### config.mk
export PLATFORM = sky130hd
export DESIGN_NAME = dac_frame_scheduler
export DESIGN_NICKNAME = d
export VERILOG_FILES = /design/src/rtl/dac_frame_scheduler.sv
export SDC_FILE = /design/constraint.sdc
export NUM_CORES = 1
export LEC_CHECK = 0
export CAP_MARGIN = 0
export CELL_PAD_IN_SITES_DETAIL_PLACEMENT = 1
export CELL_PAD_IN_SITES_GLOBAL_PLACEMENT = 1
export CORE_MARGIN = 3
export CORE_UTILIZATION = 30
export DETAILED_ROUTE_END_ITERATION = 10
export GPL_TIMING_DRIVEN = 1
export HOLD_SLACK_MARGIN = 0.12
export PLACE_DENSITY = 0.86
export SLEW_MARGIN = 20
export SYNTH_ARGS = -nofsm -noshare
export SYNTH_HDL_FRONTEND = slang
export SYNTH_SLANG_ARGS = --single-unit
### constraint.sdc
create_clock -name clk -period 3.3 [get_ports clk]
set_input_delay 0.495 -clock clk [delete_from_list [all_inputs] [get_ports clk]]
set_output_delay 0.495 -clock clk [all_outputs]
set_load 0.01 [all_outputs]
### src/rtl/dac_frame_scheduler.sv
// rtl/dac_frame_scheduler.sv - frame pacing and source selection for the two-channel serial DAC shifter
//
// Generates one sample-rate tick per frame, loads the DAC sample registers from the
// owner selected at that tick, and pulses dac_sample_ready in the following cycle.
// Ownership changes only on a frame boundary. A PCM underrun repeats the last frame
// and bumps a saturating counter.
//
// Ports:
//   clk, rst             clock; synchronous active-high reset
//   cfg_period           requested clocks per frame (clamped up to MIN_PERIOD)
//   cfg_src              requested owner: 0=SID, 1=PCM, 2=TEST, 3=MUTE
//   cfg_test_val         constant driven on both channels when owner is TEST
//   sid_l, sid_r         SID mixer outputs, sampled only at the tick
//   pcm_l, pcm_r         PCM stream data
//   pcm_valid/pcm_ready  PCM handshake; a word is consumed when both are high
//   underflow_clr        clears underflow_cnt (wins over a same-cycle increment)
//   dac_sample_1/2       channel samples to the shifter
//   dac_sample_ready     one-cycle frame start pulse
//   cur_src              owner of the current frame
//   underflow_cnt        saturating count of PCM underruns
module dac_frame_scheduler #(
    parameter int                     SAMPLE_W   = 12,
    parameter int                     MIN_PERIOD = 34,
    parameter logic [SAMPLE_W-1:0]    MUTE_VAL   = 12'h800,
    parameter int                     UCNT_W     = 8
) (
    input  logic                clk,
    input  logic                rst,
    input  logic [15:0]         cfg_period,
    input  logic [1:0]          cfg_src,
    input  logic [SAMPLE_W-1:0] cfg_test_val,
    input  logic [SAMPLE_W-1:0] sid_l,
    input  logic [SAMPLE_W-1:0] sid_r,
    input  logic [SAMPLE_W-1:0] pcm_l,
    input  logic [SAMPLE_W-1:0] pcm_r,
    input  logic                pcm_valid,
    output logic                pcm_ready,
    input  logic                underflow_clr,
    output logic [SAMPLE_W-1:0] dac_sample_1,
    output logic [SAMPLE_W-1:0] dac_sample_2,
    output logic                dac_sample_ready,
    output logic [1:0]          cur_src,
    output logic [UCNT_W-1:0]   underflow_cnt
);

    typedef enum logic [1:0] {
        SRC_SID  = 2'd0,
        SRC_PCM  = 2'd1,
        SRC_TEST = 2'd2,
        SRC_MUTE = 2'd3
    } src_t;

    localparam logic [15:0] MIN_P = 16'(MIN_PERIOD);

    logic [15:0] cnt;
    logic [15:0] eff_period;
    logic        tick;
    logic        pcm_sel;

    assign tick       = (cnt == 16'd0);
    assign eff_period = (cfg_period < MIN_P) ? MIN_P : cfg_period;
    assign pcm_sel    = (cfg_src == SRC_PCM);

    // Gated by rst so a word presented during reset is never acknowledged.
    assign pcm_ready = tick && pcm_sel && !rst;

    always_ff @(posedge clk) begin
        if (rst) begin
            cnt              <= MIN_P - 16'd1;
            dac_sample_1     <= MUTE_VAL;
            dac_sample_2     <= MUTE_VAL;
            dac_sample_ready <= 1'b0;
            cur_src          <= SRC_MUTE;
            underflow_cnt    <= '0;
        end else begin
            dac_sample_ready <= tick;

            if (tick) begin
                cnt     <= eff_period - 16'd1;
                cur_src <= cfg_src;
                case (cfg_src)
                    SRC_SID: begin
                        dac_sample_1 <= sid_l;
                        dac_sample_2 <= sid_r;
                    end
                    SRC_PCM: begin
                        // On underrun the registers simply keep the previous frame.
                        if (pcm_valid) begin
                            dac_sample_1 <= pcm_l;
                            dac_sample_2 <= pcm_r;
                        end
                    end
                    SRC_TEST: begin
                        dac_sample_1 <= cfg_test_val;
                        dac_sample_2 <= cfg_test_val;
                    end
                    default: begin
                        dac_sample_1 <= MUTE_VAL;
                        dac_sample_2 <= MUTE_VAL;
                    end
                endcase
            end else begin
                cnt <= cnt - 16'd1;
            end

            if (underflow_clr) begin
                underflow_cnt <= '0;
            end else if (tick && pcm_sel && !pcm_valid && (underflow_cnt != {UCNT_W{1'b1}})) begin
                underflow_cnt <= underflow_cnt + 1'b1;
            end
        end
    end

endmodule
==> flow_summary.json <==
{
  "status": "finished, final reports clean",
  "nNetsFinal": 566,
  "cp-start-kind": "primary input",
  "die-area_um2": 10800,
  "pwr-share-clk_pct": 28.6,
  "fin_util_pct": 47.0,
  "cts.sinks": 51,
  "grt_setup_unrepaired": "no",
  "avgViaCountPerCell": 5.14,
  "instances_no_fill": 613,
  "overflow": 0,
  "cts_inserted_buffers": 5,
  "synth_xor_area_share_pct": 4.24,
  "ys_ff_latch": 51,
  "combPwrFrac_pct": 29.5,
  "cts_tree": "done",
  "clock_skew_ns": 0.00601,
  "die_y_um": 104,
  "grt_usage_pct": 18.6,
  "timing.fmax_ghz": 0.342,
  "fp.dieW_um": 104,
  "hold_violations": 0,
  "r2r_start": "cnt[3]",
  "hold_slack_ns": 0.475,
  "grt_antenna_before_repair": 1,
  "coreArea_um2": 9280,
  "drc": 0,
  "routed.top_layer": "met4",
  "portBuffers": 117,
  "cts_root_buffer": "clkbuf_8",
  "cts-resized-gates": 0,
  "grt_pass1_vias": 3345,
  "cts_setup_buffers": 0,
  "async_reset_ff_share_pct": 0,
  "vias": 3150,
  "place_inst": 604,
  "holdCritStartpoint": "dac_sample_1[11]",
  "tns_ns": 0,
  "crit_arrival_ns": 3.17,
  "cap_violations": 0,
  "vdd_drop_max_uv": 169,
  "cts.path.max_buffers": 2,
  "synth_adder_area_share_pct": 0.866,
  "io_pins": 118,
  "pwr-share-seq_pct": 42.0,
  "endpoint_kind": "flop",
  "syn_area_um2": 2890,
  "syn_to_final_growth_pct": 51.0,
  "m1WireLength_um": 3840,
  "synthDistinctLibCells": 60,
  "path_clk_slew_ns": 0.10,
  "synth_fp_nets": 449,
  "path_class": "primary input to flop",
  "final-setup-viol-count": 0,
  "ys.warnings.count": 0,
  "syn-instance-count": 365,
  "grt_max_degree": 47,
  "first_iter_violations": 59,
  "power_mw": 1.65,
  "ant_nets": 0,
  "worst_pin_slew_ns": 0.606,
  "startpoint": "cfg_period[12]",
  "p_int_mw": 1.16,
  "grt_pass1_wl_um": 16700,
  "ys.flop_type": "dfxtp_1",
  "period_share_pct": 88.7,
  "finalMaxSlewViolations": 0,
  "htreeDepth": 2,
  "synth_compound_area_share_pct": 16.8,
  "drt-wirelength-per-cell_um": 16.3,
  "met3WireLength_um": 913,
  "post-dp-hpwl_um": 7990,
  "synth_enable_flop_cells": 0,
  "p_sw_uw": 496,
  "critical_path.max_fanout": 7,
  "drive_gt1_share_pct": 9.11,
  "power.share.switching_pct": 30.0,
  "period_minus_slack_ns": 2.93,
  "dr.pass1.iters": 4,
  "synth_top_family_by_area": "simple AND/OR/NAND/NOR gates",
  "drt-total-wl_um": 9960,
  "globalplace.congestion": 0.843,
  "yosysSeqAreaShare_pct": 35.3,
  "hp-class": "flop to flop",
  "route.met2.wl_um": 5040,
  "worstSkewPairLatency_ns": 0.30,
  "power_density_nw_per_um2": 379,
  "yosys.area_share.simple_pct": 30.3,
  "start_util_pct": 31.1,
  "synth_mux_area_share_pct": 8.75,
  "p_leak_nw": 1.55,
  "rows": 35,
  "required_ns": 3.54,
  "synth_area_per_cell_um2": 7.92,
  "hold_buffers": 0,
  "relSlewSlack_pct": 59.5
}
==> placed cells by master (no fill, tap or decap), drive strengths merged, types with 7 or more instances in the layout <==
cell | synthesis | final
nor3 | 34 | 34
dfxtp | 51 | 51
clkdlybuf4s50 | 0 | 116
xor2 | 7 | 7
xnor2 | 7 | 7
nor4 | 11 | 11
buf | 10 | 17
a21oi | 18 | 18
nand2 | 18 | 18
mux2i | 23 | 23
o21ai | 31 | 31
nor2 | 77 | 77
==> synth_stat cells, types with 3 or more instances <==
cell type / number / area, um2
nor2_1: 76 / 285
dfxtp_1: 51 / 1020
nor3_1: 31 / 155
o21ai_0: 29 / 145
mux2i_1: 23 / 230
a21oi_1: 18 / 90.1
nand2_1: 18 / 67.6
clkbuf_1: 13 / 48.8
buf_2: 7 / 35.0
nor4_1: 7 / 43.8
xnor2_1: 7 / 61.3
xor2_1: 7 / 61.3
nand3_1: 6 / 30.0
nand4_1: 5 / 31.3
nand3b_1: 3 / 22.5
nor4_2: 3 / 37.5
or3_1: 3 / 18.8
==> registers in the layout (all words and copies together), names as in the netlist <==
name              flops
cnt                  16
cur_src               2
dac_sample_1         12
dac_sample_2         12
dac_sample_ready      1
underflow_cnt         8
==> logic make-up (layout without fill, tap and decap cells) <==
group	after synthesis	count (layout)
and+or+nand+nor	172	172
AOI/OAI and AO/OA	76	76
DFF	51	51
muxes	25	25
buffers and inverters	25	143
xor gates and xnor gates	14	14
adders and majority gates	2	2
other	0	1
==> through the flow <==
step	worst slack (ns)	instance area [um2]
after floorplan	0.508	2890
after global placement	0.178	4240
after detailed placement	0.0665	4240
after CTS	0.387	4360
after global routing	0.148	4360
final	0.374	4360
==> critical path, stage by stage <==
cell and delay (ns):
clkdlybuf4s50_1 0.46, nor4_1 0.31, buf_4 0.18, and3_1 0.22, a211oi_2 0.09, a21oi_1 0.23
ha_1 0.22, and2b_1 0.22, o21ai_2 0.14, or4_1 0.48, a21oi_1 0.12
==> power by group through the flow <==
stage	Sequential, mW	Combinational, mW	Clock [mW]
floorplan	0.706	0.256	0
CTS	0.694	0.490	0.492
finish	0.694	0.487	0.473
global placement	0.705	0.475	0
global route	0.701	0.537	0.512
detailed placement	0.708	0.488	0
==> worst paths after layout <==
path / end / slack, ns / depth (start not counted)
worst max-delay path: cnt[8] / 0.37 / 11
worst max register to register: cnt[8] / 0.72 / 11
worst min register to register: dac_sample_1[11] / 0.48 / 1
worst min-delay path: dac_sample_1[11] / 0.48 / 1
==> cell type report <==
cell class / count / area (um2)
clock inverter: 2 / 38.8
tap: 129 / 161
multi-input combinational: 289 / 1760
sequential: 51 / 1020
fill: 1145 / 4920
inverter: 2 / 7.51
timing repair buffer: 133 / 1290
antenna: 1 / 2.50
clock buffer: 6 / 82.6
==> per-layer routing <==
layer,up-vias,GRT usage [%]
li1,1544,-
met1,1494,20.1
met2,97,33.9
met3,15,7.64
met4,0,4.18
met5,-,0
(Power assumes the default switching activity.)
